<file path="config.mk">
export PLATFORM = sky130hd
export DESIGN_NAME = id_ex_stage
export DESIGN_NICKNAME = d
export VERILOG_FILES = /design/src/rtl/cpu_pkg.sv /design/src/rtl/forward_unit.sv /design/src/rtl/id_ex_stage.sv
export SDC_FILE = /design/constraint.sdc
export NUM_CORES = 1
export LEC_CHECK = 0
export BUFFER_PORTS_ARGS = -buffer_cell sky130_fd_sc_hd__buf_2
export CAP_MARGIN = 0
export CORE_AREA = 2 2 149 151
export DETAILED_ROUTE_END_ITERATION = 16
export DIE_AREA = 0 0 151 153
export HOLD_SLACK_MARGIN = 0.05
export PLACE_DENSITY = 0.66
export SETUP_SLACK_MARGIN = 0.15
export SYNTH_ARGS = -nofsm -noshare
export SYNTH_HDL_FRONTEND = slang
export SYNTH_SLANG_ARGS = --single-unit
</file>
<file path="constraint.sdc">
create_clock -name CLK -period 3.75 [get_ports CLK]
set_input_delay 0.5625 -clock CLK [delete_from_list [all_inputs] [get_ports CLK]]
set_output_delay 0.5625 -clock CLK [all_outputs]
set_load 0.01 [all_outputs]
</file>
<file path="src/rtl/cpu_pkg.sv">
// Shared RV32IM pipeline definitions: widths, ALU opcodes and operand-select encodings.
package cpu_pkg;

  localparam int XLEN    = 32;
  localparam int REG_AW  = 5;
  localparam int ALU_OPW = 5;

  typedef enum logic [ALU_OPW-1:0] {
    ALU_ADD    = 5'b00000,
    ALU_SLL    = 5'b00001,
    ALU_SLT    = 5'b00010,
    ALU_SLTU   = 5'b00011,
    ALU_XOR    = 5'b00100,
    ALU_SRL    = 5'b00101,
    ALU_OR     = 5'b00110,
    ALU_AND    = 5'b00111,
    ALU_FWD    = 5'b01000,
    ALU_SUB    = 5'b10000,
    ALU_SRA    = 5'b10101,
    ALU_MUL    = 5'b11000,
    ALU_MULH   = 5'b11001,
    ALU_MULHSU = 5'b11010,
    ALU_MULHU  = 5'b11011,
    ALU_DIV    = 5'b11100,
    ALU_DIVU   = 5'b11101,
    ALU_REM    = 5'b11110,
    ALU_REMU   = 5'b11111
  } alu_op_e;

  typedef enum logic {
    OP1_RS1 = 1'b0,
    OP1_PC  = 1'b1
  } op1_sel_e;

  typedef enum logic {
    OP2_RS2 = 1'b0,
    OP2_IMM = 1'b1
  } op2_sel_e;

endpackage

</file>
<file path="src/rtl/forward_unit.sv">
// Per-operand bypass mux: the youngest in-flight producer (EX/MEM) beats MEM/WB; x0 is never bypassed.
module forward_unit #(
  parameter int XLEN   = cpu_pkg::XLEN,
  parameter int REG_AW = cpu_pkg::REG_AW
) (
  input  logic [REG_AW-1:0] rs_addr_i,
  input  logic [XLEN-1:0]   rf_data_i,
  input  logic              exmem_we_i,
  input  logic [REG_AW-1:0] exmem_rd_i,
  input  logic [XLEN-1:0]   exmem_result_i,
  input  logic              memwb_we_i,
  input  logic [REG_AW-1:0] memwb_rd_i,
  input  logic [XLEN-1:0]   memwb_data_i,
  output logic [XLEN-1:0]   value_o
);

  logic hit_exmem;
  logic hit_memwb;

  assign hit_exmem = exmem_we_i && (exmem_rd_i != '0) && (exmem_rd_i == rs_addr_i);
  assign hit_memwb = memwb_we_i && (memwb_rd_i != '0) && (memwb_rd_i == rs_addr_i);

  always_comb begin
    value_o = rf_data_i;
    if (hit_exmem)      value_o = exmem_result_i;
    else if (hit_memwb) value_o = memwb_data_i;
  end

endmodule

</file>
<file path="src/rtl/id_ex_stage.sv">
// ID/EX pipeline register with operand bypassing, ALU operand selection and load-use stall detection.
module id_ex_stage #(
  parameter int XLEN    = cpu_pkg::XLEN,
  parameter int REG_AW  = cpu_pkg::REG_AW,
  parameter int ALU_OPW = cpu_pkg::ALU_OPW
) (
  input  logic               CLK,
  input  logic               RESET,
  input  logic               HOLD,
  input  logic               FLUSH,
  input  logic               ID_VALID,
  input  logic [XLEN-1:0]    ID_PC,
  input  logic [XLEN-1:0]    ID_RS1_DATA,
  input  logic [XLEN-1:0]    ID_RS2_DATA,
  input  logic [XLEN-1:0]    ID_IMM,
  input  logic [REG_AW-1:0]  ID_RS1_ADDR,
  input  logic [REG_AW-1:0]  ID_RS2_ADDR,
  input  logic [REG_AW-1:0]  ID_RD_ADDR,
  input  logic               ID_USES_RS1,
  input  logic               ID_USES_RS2,
  input  logic               ID_OP1_SEL,
  input  logic               ID_OP2_SEL,
  input  logic [ALU_OPW-1:0] ID_ALU_OP,
  input  logic               ID_MEM_READ,
  input  logic               ID_MEM_WRITE,
  input  logic               ID_REG_WRITE,
  input  logic               EXMEM_REG_WRITE,
  input  logic [REG_AW-1:0]  EXMEM_RD_ADDR,
  input  logic [XLEN-1:0]    EXMEM_RESULT,
  input  logic               MEMWB_REG_WRITE,
  input  logic [REG_AW-1:0]  MEMWB_RD_ADDR,
  input  logic [XLEN-1:0]    MEMWB_DATA,
  output logic [XLEN-1:0]    DATA1,
  output logic [XLEN-1:0]    DATA2,
  output logic [ALU_OPW-1:0] SELECT,
  output logic [XLEN-1:0]    EX_STORE_DATA,
  output logic [XLEN-1:0]    EX_PC,
  output logic [REG_AW-1:0]  EX_RD_ADDR,
  output logic               EX_VALID,
  output logic               EX_MEM_READ,
  output logic               EX_MEM_WRITE,
  output logic               EX_REG_WRITE,
  output logic               STALL
);

  import cpu_pkg::*;

  typedef struct packed {
    logic               valid;
    logic               mem_read;
    logic               mem_write;
    logic               reg_write;
    logic [XLEN-1:0]    pc;
    logic [XLEN-1:0]    rs1_data;
    logic [XLEN-1:0]    rs2_data;
    logic [XLEN-1:0]    imm;
    logic [REG_AW-1:0]  rs1_addr;
    logic [REG_AW-1:0]  rs2_addr;
    logic [REG_AW-1:0]  rd_addr;
    logic               op1_sel;
    logic               op2_sel;
    logic [ALU_OPW-1:0] alu_op;
  } ex_reg_t;

  // The all-zero record is the bubble: no control bits, x0 operands, SELECT = ADD.
  ex_reg_t ex_q, ex_d, id_load;
  logic    stall;
  logic [XLEN-1:0] rs1_fwd, rs2_fwd;

  assign stall = ex_q.valid && ex_q.mem_read && (ex_q.rd_addr != '0) && ID_VALID &&
                 ((ID_USES_RS1 && (ID_RS1_ADDR == ex_q.rd_addr)) ||
                  (ID_USES_RS2 && (ID_RS2_ADDR == ex_q.rd_addr)));

  always_comb begin
    id_load           = '0;
    id_load.valid     = ID_VALID;
    id_load.mem_read  = ID_VALID && ID_MEM_READ;
    id_load.mem_write = ID_VALID && ID_MEM_WRITE;
    id_load.reg_write = ID_VALID && ID_REG_WRITE;
    id_load.pc        = ID_PC;
    id_load.rs1_data  = ID_RS1_DATA;
    id_load.rs2_data  = ID_RS2_DATA;
    id_load.imm       = ID_IMM;
    id_load.rs1_addr  = ID_RS1_ADDR;
    id_load.rs2_addr  = ID_RS2_ADDR;
    id_load.rd_addr   = ID_RD_ADDR;
    id_load.op1_sel   = ID_OP1_SEL;
    id_load.op2_sel   = ID_OP2_SEL;
    id_load.alu_op    = ID_ALU_OP;
  end

  always_comb begin
    // NOTE: default to the current value first so the HOLD path never infers a latch.
    ex_d = ex_q;
    if (!HOLD) begin
      if (FLUSH || stall) ex_d = '0;
      else                ex_d = id_load;
    end
  end

  // NOTE: state updates use non-blocking assignment; reset is synchronous and beats HOLD.
  always_ff @(posedge CLK) begin
    if (!RESET) ex_q <= '0;
    else        ex_q <= ex_d;
  end

  forward_unit #(.XLEN(XLEN), .REG_AW(REG_AW)) u_fwd_rs1 (
    .rs_addr_i      (ex_q.rs1_addr),
    .rf_data_i      (ex_q.rs1_data),
    .exmem_we_i     (EXMEM_REG_WRITE),
    .exmem_rd_i     (EXMEM_RD_ADDR),
    .exmem_result_i (EXMEM_RESULT),
    .memwb_we_i     (MEMWB_REG_WRITE),
    .memwb_rd_i     (MEMWB_RD_ADDR),
    .memwb_data_i   (MEMWB_DATA),
    .value_o        (rs1_fwd)
  );

  forward_unit #(.XLEN(XLEN), .REG_AW(REG_AW)) u_fwd_rs2 (
    .rs_addr_i      (ex_q.rs2_addr),
    .rf_data_i      (ex_q.rs2_data),
    .exmem_we_i     (EXMEM_REG_WRITE),
    .exmem_rd_i     (EXMEM_RD_ADDR),
    .exmem_result_i (EXMEM_RESULT),
    .memwb_we_i     (MEMWB_REG_WRITE),
    .memwb_rd_i     (MEMWB_RD_ADDR),
    .memwb_data_i   (MEMWB_DATA),
    .value_o        (rs2_fwd)
  );

  assign DATA1         = (ex_q.op1_sel == OP1_PC)  ? ex_q.pc  : rs1_fwd;
  assign DATA2         = (ex_q.op2_sel == OP2_IMM) ? ex_q.imm : rs2_fwd;
  assign EX_STORE_DATA = rs2_fwd;
  assign SELECT        = ex_q.alu_op;
  assign EX_PC         = ex_q.pc;
  assign EX_RD_ADDR    = ex_q.rd_addr;
  assign EX_VALID      = ex_q.valid;
  assign EX_MEM_READ   = ex_q.mem_read;
  assign EX_MEM_WRITE  = ex_q.mem_write;
  assign EX_REG_WRITE  = ex_q.reg_write;
  assign STALL         = stall;

endmodule
</file>
=== Word-level counts from Yosys, hierarchy flattened ===
Index checks and enable logic that the tools add are counted.

* Flip-flop bits (word level): 154
* Latch bits: 0
* Memory bits (writable): 0
* ROM bits: 0
* Input bits: 236
* Output and inout bits: 143
* Logic and storage cells: 47
* Memories kept: 0

* $add $sub $neg: 0
* Multiply operators: 0
* Divide/modulo/power cells: 0
* $lt $le $gt $ge: 0
* Eq/ne operators: 6
* Shift operators: 0
* Muxes and demuxes: 7
* Bitwise operators: 0
* Reductions and logical operators: 20

{| class="wikitable"
|+ Operator list
! operator !! count
|-
| $mux 32 || 6
|-
| $mux 154 || 1
|-
| $eq 5x5->1 || 6
|-
| $logic_and 1x1->1 || 15
|-
| $reduce_bool 5->1 || 3
|-
| $logic_or 1x1->1 || 2
|}

=== Longest topological paths before layout ===
* Depth in word-level cells: 6
* Depth in mapped cells: 7
* Depth with buffers taken out: 5

=== Hierarchy ===
Synthesis repeated with hierarchy kept, for this count alone.

* Cell total of the unflattened synthesis: 1211
* Area total of the unflattened synthesis: 10887.9 um2

{| class="wikitable"
|+ By module, submodules not included
! module !! times used !! cells an instance !! area each (um2) !! sequential area each (um2)
|-
| id_ex_stage || 1 || 841 || 8553.2 || 3083.0
|-
| forward_unit || 2 || 185 || 1167.4 || 0.0
|}

=== Worst setup path before layout ===
No wires, ideal clock.

* Path kind: input to output
* Start point: input port MEMWB_RD_ADDR[4]
* End point: output port DATA1[10]
* Data arrival time: 2.194 ns
* Data required time: 3.188 ns
* Path slack: 0.994 ns
* Cell stages on the path: 7
* Buffers on the path: 2
* Cell sequence: or4_1 > o211ai_2 > or2_1 > buf_2 > buf_2 > a211oi_1 > o31ai_1

* Longest elaborated chain between the ends: 6
* Elaborated cells on any way between the ends: 7
* Those cells by class: eq/ne (1); mux (3); reduce/logical (3)

{| class="wikitable"
|+ Ends and longest elaborated chain
! what !! RTL line !! RTL
|-
| from (decl) || id_ex_stage.sv:31 || <nowiki>input logic [REG_AW-1:0] MEMWB_RD_ADDR,</nowiki>
|-
| $reduce_bool 5->1 || forward_unit.sv:21 || <nowiki>assign hit_memwb = memwb_we_i && (memwb_rd_i != '0) && (memwb_rd_i == rs_addr_i);</nowiki>
|-
| $logic_and 1x1->1 || forward_unit.sv:21 ||
|-
| $logic_and 1x1->1 * || forward_unit.sv:21 ||
|-
| $mux 32 * || forward_unit.sv:26 || <nowiki>else if (hit_memwb) value_o = memwb_data_i;</nowiki>
|-
| $mux 32 * || forward_unit.sv:25 || <nowiki>if (hit_exmem) value_o = exmem_result_i;</nowiki>
|-
| $mux 32 * || id_ex_stage.sv:131 || <nowiki>assign DATA1 = (ex_q.op1_sel == OP1_PC) ? ex_q.pc : rs1_fwd;</nowiki>
|-
| to (decl) || id_ex_stage.sv:33 || <nowiki>output logic [XLEN-1:0] DATA1,</nowiki>
|}

Every way passes the cells marked *; elsewhere a longest branch is shown, timed or not.

=== Worst setup path in the final report ===
* Start point: register ex_q[14] (netlist bit)
* End point: output port DATA2[1]

* Longest elaborated chain between the ends: 5
* Elaborated cells on any way between the ends: 7
* Those cells by class: eq/ne (2); mux (3); reduce/logical (2)

{| class="wikitable"
|+ Ends and longest elaborated chain
! what !! RTL line !! RTL
|-
| from (decl) || id_ex_stage.sv:66 || <nowiki>ex_reg_t ex_q, ex_d, id_load;</nowiki>
|-
| from (signal assigned) || id_ex_stage.sv:103 || <nowiki>if (!RESET) ex_q <= '0;</nowiki>
|-
| from (signal assigned) || id_ex_stage.sv:104 || <nowiki>else ex_q <= ex_d;</nowiki>
|-
| $eq 5x5->1 || forward_unit.sv:21 ||
|-
| $logic_and 1x1->1 || forward_unit.sv:21 ||
|-
| $mux 32 || forward_unit.sv:26 ||
|-
| $mux 32 * || forward_unit.sv:25 ||
|-
| $mux 32 * || id_ex_stage.sv:132 || <nowiki>assign DATA2 = (ex_q.op2_sel == OP2_IMM) ? ex_q.imm : rs2_fwd;</nowiki>
|-
| to (decl) || id_ex_stage.sv:34 || <nowiki>output logic [XLEN-1:0] DATA2,</nowiki>
|}

Marked as above.

==> reports/metrics.cfg <==
[synth]
synth_fp_nets = 1098
synth_seq_cells = 154
ys_seq_area_frac = 0.394
netlist_area_mm2 = 0.00783
postSynthCellCount = 862
synth-main-ff-cell = dfxtp_1
synth_area_per_cell_um2 = 9.08
ys_types = 34
yosys_warnings = 0
async_flop_share = 0
synth_edf_count = 0

[layout]
layout_common_cells = buf_2, dfxtp_1, a22o_1
final_cells = 1443
drive_above_1_share = 0.415
layout_commonest_cell = buf_2
num_antenna_cells = 0
syn_to_final_growth_pct = 30.5
fin_util = 0.475
layout.nets = 1386
design_area_mm2 = 0.0102

[timing]
skew_ns = 0.0141
min_period_ns = 3.40
setup_violations = 0
worst_pin_slew_ns = 0.988
timing.final.max_slew_violations = 0
post-route-period-util = 0.908
hold_viol = 0
whs_ns = 0.344
rsz0062_at_grt = false
relSlewSlack = 0.341
postLayoutSetupSlackWorst_ns = 0.346
fmax_ghz = 0.294
tns_ns = 0

[detailed_routing]
dr.pass1.iters = 5
post_drt_via_cell_ratio = 5.67
wire_per_inst_um = 21.7
wl_um = 31300
drtIter0Drc = 681
drc = 0
antenna_left = 0
vias = 8177

[global_routing]
grtUsageTotal = 0.260
grt_pass1_wl_um = 45200
grt_pass1_vias = 7908
globalRouteOverflowTotal = 0
grt_max_degree = 61
grt_antenna_before_repair = 0

[place]
dp_hpwl_um = 23000
portBuffers = 378
place_ws_ns = 0.462
dpl_cell_area_mm2 = 0.00963
place_congestion = 0.868
placedCellCount = 1411

[hold_path]
hp-class = input pin to register
min_path_cells = 2
hold_end = ex_q[111]
min-delay-start = ID_RS1_DATA[25]

[clocking]
htreeDepth = 4
clkSlewWorstSetupHoldPaths_ns = 0.07
post_cts_buffers = 0
cts_tree = built
ctsLongestPathBuffers = 2
cts_buffers = 17
post_cts_resized = 0
cts_hold_buf = 0
clkLatencyLatePin_ns = 0.43
cts-root-buf = clkbuf_16
cts_sinks = 154

[power]
p_int_mw = 3.00
clkPwrFrac = 0.417
seqPwrFrac = 0.421
fin_total_pwr_mw = 4.18
peakVddDrop_uv = 243
p_sw_frac = 0.283
combPwrFrac = 0.162
leakagePower_nw = 4.65
power_density_mw_per_mm2 = 410
p_switching_mw = 1.18

[critical_path]
rrSetupSlack_ns = 1.44
worst-path-buf-inv = 2
crit_cells = 7
path_class = register to output port
cp.required_ns = 3.19
cp_top_family = buffers and inverters
cp-end-kind = output port
cp.arrival_ns = 2.84
crit_chain = xnor2_1 -> nand3_2 -> buf_4 -> o31ai_1 -> a31oi_1 -> mux2_2 -> buf_2
worstSetupStartpointType = register
regToRegStartpoint = EX_RD_ADDR[0]
slowest_delay_ns = 0.51
path_max_fanout = 20
worstRegToRegCells = 6
r2r-end = ex_q[96]
cp_slowest_cell = nand3_2

[flow_run]
cap_violations = 0

[floorplan]
ios = 379
die_w_um = 151
rows = 54
die_area_mm2 = 0.0231
start_util = 0.364
core-area_mm2 = 0.0215
die_h_um = 153

[status]
status = complete, no violations

cell usage after synthesis (2+ instances only):
| cell type | count | area (um2) |
|---|---|---|
| clkbuf_1 | 58 | 218 |
| nand2_1 | 37 | 139 |
| buf_2 | 26 | 130 |
| o211ai_2 | 2 | 25.0 |
| mux2_2 | 35 | 394 |
| dfxtp_1 | 154 | 3080 |
| and2_1 | 3 | 18.8 |
| buf_1 | 3 | 11.3 |
| o21a_1 | 4 | 30.0 |
| nand3_1 | 2 | 10.0 |
| a22o_1 | 150 | 1310 |
| or2_2 | 2 | 12.5 |
| o31ai_1 | 64 | 480 |
| o2111ai_1 | 2 | 17.5 |
| a31oi_1 | 32 | 200 |
| buf_4 | 43 | 323 |
| nand4_1 | 36 | 225 |
| nor3_1 | 64 | 320 |
| xnor2_1 | 29 | 254 |
| inv_1 | 34 | 128 |
| buf_6 | 3 | 33.8 |
| or4_1 | 3 | 22.5 |
| a211oi_1 | 32 | 240 |
| or2_1 | 2 | 12.5 |
| nor2_1 | 33 | 124 |
worst max path at each step:
stage                      to        startpoint  slack [ns]
global route         DATA2[1]          ex_q[14]        0.20
global placement    DATA2[21]  EXMEM_RD_ADDR[0]        0.49
CTS                  DATA2[1]          ex_q[12]        0.39
detailed placement  DATA2[21]  EXMEM_RD_ADDR[0]        0.46
floorplan           DATA1[10]  MEMWB_RD_ADDR[4]        0.99
finish               DATA2[1]          ex_q[14]        0.35
sequential cells by signal (all words and copies together) (netlist names):
name	cells
EX_MEM_READ	1
EX_REG_WRITE	1
SELECT	5
EX_RD_ADDR	5
EX_VALID	1
EX_PC	32
EX_MEM_WRITE	1
ex_q	108
cells by family after synthesis:
kind of cell           count (synthesis)  synth area share
multiplexers                          35            0.0504
AND/OR/NAND/NOR                      186             0.116
AO/OA/AOI/OAI                        291             0.299
buffers and inverters                167             0.108
XOR/XNOR                              29            0.0325
flip-flops                           154             0.394
layout make-up:
type / instances / area, um2
Sequential cell: 154 / 3090
Clock inverter: 14 / 148
Clock buffer: 18 / 439
Inverter: 34 / 128
Timing Repair Buffer: 402 / 2110
Tap cell: 280 / 350
Fill cell: 2149 / 11300
Multi-Input combinational cell: 541 / 3950
per-layer routing:
layer  up-vias  wire [um]  global-route usage
li1       3808          -                   -
met5         -          0                   0
met4         0        614              0.0828
met3        42       3150              0.0737
met2       480      15100               0.445
met1      3847      12400               0.314
power by group through the flow:
stage | Clock (mW) | Sequential, mW | Combinational (mW)
6_report | 1.75 | 1.76 | 0.678
5_1_grt | 1.84 | 1.77 | 0.725
4_1_cts | 1.78 | 1.76 | 0.673
3_5_place_dp | 0 | 1.80 | 0.670
3_3_place_gp | 0 | 1.80 | 0.666
2_1_floorplan | 0 | 1.77 | 0.371
Note: power is estimated with default switching activity, not from simulation.
